--- src/rtl/rep5_serial_encoder.sv ---
// rtl/rep5_serial_encoder.sv - serial repetition-code transmitter, LSB-first, REPEAT copies per bit
module rep5_serial_encoder #(
    parameter int DATA_WIDTH = 8,
    parameter int REPEAT     = 5
) (
    input  logic                  clk,
    input  logic                  rst_n,
    input  logic [DATA_WIDTH-1:0] in_data,
    input  logic                  in_valid,
    output logic                  in_ready,
    output logic                  tx_bit,
    output logic                  tx_valid,
    input  logic                  tx_ready,
    output logic                  tx_first,
    output logic                  tx_copy_last,
    output logic                  tx_frame_last
);

    localparam int REP_W = $clog2(REPEAT);
    localparam int BIT_W = (DATA_WIDTH > 1) ? $clog2(DATA_WIDTH) : 1;

    localparam logic [REP_W-1:0] REP_TERM = REP_W'(REPEAT - 1);
    localparam logic [BIT_W-1:0] BIT_TERM = BIT_W'(DATA_WIDTH - 1);

    typedef enum logic {
        IDLE = 1'b0,
        SEND = 1'b1
    } state_t;

    state_t                state_q, state_d;
    logic [DATA_WIDTH-1:0] shift_q, shift_d;
    logic [BIT_W-1:0]      bit_cnt_q, bit_cnt_d;
    logic [REP_W-1:0]      rep_cnt_q, rep_cnt_d;

    logic rep_last;
    logic bit_last;

    assign rep_last = (rep_cnt_q == REP_TERM);
    assign bit_last = (bit_cnt_q == BIT_TERM);

    always_ff @(posedge clk or negedge rst_n) begin
        if (!rst_n) begin
            state_q   <= IDLE;
            shift_q   <= '0;
            bit_cnt_q <= '0;
            rep_cnt_q <= '0;
        end else begin
            state_q   <= state_d;
            shift_q   <= shift_d;
            bit_cnt_q <= bit_cnt_d;
            rep_cnt_q <= rep_cnt_d;
        end
    end

    always_comb begin
        state_d   = state_q;
        shift_d   = shift_q;
        bit_cnt_d = bit_cnt_q;
        rep_cnt_d = rep_cnt_q;
        case (state_q)
            IDLE: begin
                if (in_valid) begin
                    shift_d   = in_data;
                    bit_cnt_d = '0;
                    rep_cnt_d = '0;
                    state_d   = SEND;
                end
            end
            SEND: begin
                if (tx_ready) begin
                    if (!rep_last) begin
                        rep_cnt_d = rep_cnt_q + REP_W'(1);
                    end else if (!bit_last) begin
                        rep_cnt_d = '0;
                        bit_cnt_d = bit_cnt_q + BIT_W'(1);
                        shift_d   = shift_q >> 1;
                    end else begin
                        rep_cnt_d = '0;
                        bit_cnt_d = '0;
                        state_d   = IDLE;
                    end
                end
            end
            default: state_d = IDLE;
        endcase
    end

    // Every output is a decode of registered state only; tx_bit is forced low outside SEND.
    always_comb begin
        in_ready      = (state_q == IDLE);
        tx_valid      = (state_q == SEND);
        tx_bit        = tx_valid & shift_q[0];
        tx_first      = tx_valid & (bit_cnt_q == '0) & (rep_cnt_q == '0);
        tx_copy_last  = tx_valid & rep_last;
        tx_frame_last = tx_valid & rep_last & bit_last;
    end

endmodule

--- config.mk ---
export PLATFORM = sky130hd
export DESIGN_NAME = rep5_serial_encoder
export DESIGN_NICKNAME = d
export VERILOG_FILES = /design/src/rtl/rep5_serial_encoder.sv
export SDC_FILE = /design/constraint.sdc
export NUM_CORES = 1
export LEC_CHECK = 0
export ABC_AREA = 1
export BUFFER_PORTS_ARGS = -buffer_cell sky130_fd_sc_hd__buf_2
export CAP_MARGIN = 20
export CORE_MARGIN = 1
export CORE_UTILIZATION = 35
export CTS_BUF_LIST = sky130_fd_sc_hd__clkbuf_4 sky130_fd_sc_hd__clkbuf_8
export CTS_CLUSTER_DIAMETER = 100
export DETAILED_ROUTE_END_ITERATION = 8
export PLACE_DENSITY = 0.63
export SETUP_SLACK_MARGIN = 0.3
export SLEW_MARGIN = 25
export SYNTH_ARGS = -nofsm -noshare
export SYNTH_HDL_FRONTEND = slang
export SYNTH_SLANG_ARGS = --single-unit
export TNS_END_PERCENT = 30
--- constraint.sdc ---
create_clock -name clk -period 1.41 [get_ports clk]
set_input_delay 0 -clock clk [delete_from_list [all_inputs] [get_ports clk]]
set_output_delay 0 -clock clk [all_outputs]
set_load 0.1 [all_outputs]
==> impl_results.md <==
- Clk_lat worst skew: ~280 ps
- NetSw: around 1.1 mW
- Worst slew pin tran: around 340 ps
- Slew HR: between 70% and 80%
- Via count: 850
- Buf+Inv Stages, Crit Path: 3
- Yosys top cell by area: dfrtp_1
- Combinational Power Share: approximately three fifths
- Avg Inst Size Synth: ~7.8 um^2
- Max Buffers Root-to-Sink: 2
- First-pass GRT wire length: 3200 um
- Cell variety after synth: 19
- Power per Cell Area: ~1800 nW/um^2
- CTS Buf Count: 3
- GP Congestion: 0.820
- Worst Path Required: ~1400 ps
- CTS clock-pin slew for the worst setup and hold paths: ~100 ps
- Failing checks: setup timing
- Period minus WS final: 1530 ps
- Post-Synthesis Cells: roughly 110
- ANT nets after route: 0
- Worst hold path type: in -> reg
- Setup slack after layout: -115 ps
- DR WL/cell: around 11 um
- Die area: roughly 2700 um^2
- CP Class: reg -> out
- # H-tree levels: 1
- Synth Net Count: between 100 and 150
- Slowest stage delay, CP: approximately 400 ps
- Worst Min Path Start: in_data[3]
- Max frequency: ~0.66 GHz
- CP cell instances: buf_6 > inv_4 > ha_4 > nand2_4 > nor4b_4 > buf_12
- Post-synth top area share: between 40% and 50%
- Largest net degree at the start of global routing: 16
- Share of layout cells above drive strength 1: about 41%
- Status: finished, violations left
- Initial antenna violation count: 0
- Clock skew after layout: a little under 9 ps
- CP Max Fanout: 2
- Critical Path AT: approximately 1500 ps
- Antenna cells: 0
- Worst r2r src: bit_cnt_q[1]$_DFFE_PN0P_
- DR pass1 iterations: 5
- Utilization after layout: between 50 and 60%
- Grt total ovfl: 0
- Synth top area cells: dfrtp_1 (42%), nand2_1 (22%), ha_1 (8.5%), nand3_1 (6.8%), inv_1 (3.4%)
- Unrepaired setup endpoints after global routing: yes
- Die width: about 52 um
- Period utilisation layout: 108%
- Post-DP HPWL: approximately 1400 um
- CTS tree: built
- Max-cap check violation count: 0
- Starting Density: roughly two fifths
- Fill cell count: about 190
- Root Driver: clkbuf_4
- Initial DRC count: 17
- Final #Nets: ~170
- Sequential power share: roughly 29%
- Startpoint class of the critical path: flop
- DRC: 0
- Commonest non-fill, non-tap cell in the layout: nand2_1
- Pre-CTS WS: -25.8 ps
- Switch share: 43.7%
- Port Buffers: 17
- Worst hold slack: ~50 ps
- Total GRT Usage: between 15 and 20%
- Slew Limit Fails: 0
- Worst Setup SP: bit_cnt_q[0]$_DFFE_PN0P_
- Ports: 18
- Site Rows: 17
- Core Area: approximately 2300 um^2
- Clock network power share: 10.9%
- Clock Sinks: 15
- Sequential share of the synthesized area: between 40% and 50%
- Vias in the first global route: around 750
- Syn-to-layout area delta: 55.7%
- Internal power: roughly 1.4 mW
- Leading cell types in the layout, fill and taps excluded: nand2_1 (47), dfrtp_1 (14), nand3_1 (12), buf_4 (12), buf_2 (11)
- Synthesized flop and latch total: 15
- Crit. End Element: output port
- VDD IR max: approximately 1.1 mV
- Drt via density: roughly 4.7
- Static Leak: approximately 0.73 nW
- Crit-path leading delay family: flip-flops
- Final wirelength: a little over 2000 um
- Die extent in y: roughly 52 um
- Ys Warns: 0
- Final hold vios: 0
- Mapped cell area: between 800 and 900 um^2
- Worst path slowest cell: dfrtp_1
- Final setup viols: 11
==> metrics by stage <==
step | TNS, ps | total power, mW | area (um^2) | instances
after detailed placement | -130 | 1.95 | 1180 | 164
after CTS | -493 | 2.45 | 1350 | 179
after floorplan | -2800 | 1.56 | 935 | 114
after global placement | 0 | 1.92 | 1180 | 164
final | -550 | 2.48 | 1380 | 180
after global routing | -1050 | 2.65 | 1380 | 180
==> routing by layer <==
layer	wire length (um)	global-route usage [%]
met3	38	1.74
met1	957	21.5
met4	25	6.58
met2	1010	26.3
met5	0	0
==> power by group through the flow <==
stage               Combinational [mW]  Sequential [mW]  Clock, mW
floorplan                        0.838            0.727          0
global placement                  1.20            0.719          0
detailed placement                1.22            0.724          0
CTS                               1.45            0.722      0.275
global route                      1.61            0.745      0.294
finish                            1.48            0.728      0.271
==> worst min-delay path, cell delays in order <==
cell and delay [ps]:
buf_2 70, nand2_1 40, nand2_1 50, nand3_1 70, nand2_1 60
==> synthesized netlist by cell type, drive strengths merged <==
cell	n
buf	3
dfrtp	15
ha	6
inv	9
nand2	56
nand3	12
nand4	1
nor2	5
nor3	1
nor4b	1
o21ai	5
==> sequential cells by signal, indices dropped and copies added (netlist names) <==
signal	flops
shift_q	8
tx_valid	1
rep_cnt_q	3
bit_cnt_q	3
==> path summary, 6_finish.rpt <==
path | to | slack, ps | cells past startpoint
setup / recovery | tx_first | -120 | 6
hold / removal | shift_q[3]$_DFFE_PN0P_ | 50 | 5
setup reg to reg | shift_q[1]$_DFFE_PN0P_ | -60 | 7
hold reg to reg | shift_q[5]$_DFFE_PN0P_ | 480 | 2
max in group asynchronous | tx_valid$_DFF_PN0_ | 990 | 2
min in group asynchronous | rep_cnt_q[1]$_DFFE_PN0P_ | 140 | 2
==> cell type report <==
class,instances,area (um^2),area share (%)
multi-input cells,87,541,39.2
well taps,28,35.0,2.54
flip-flops and latches,15,379,27.5
inverters,9,42.5,3.09
repair buffers,37,350,25.4
clock buffers,4,30.0,2.18
==> logic make-up after synthesis <==
family                     share of synthesized area (%)
adders and majority gates                           8.49
and+or+nand+nor                                     37.6
buffers and inverters                               6.51
AOI/OAI and AO/OA                                   4.95
DFF                                                 42.4
==> what timing repair did <==
item | CTS | global route
hold buffers | 4 | 0
resized for setup | 17 | 3
endpoints found under the hold margin | 18 | 0
setup endpoints to repair | 20 | 21
setup buffers | 7 | 1
pin swaps | 5 | 1
Power figures use the tool's default switching activity.
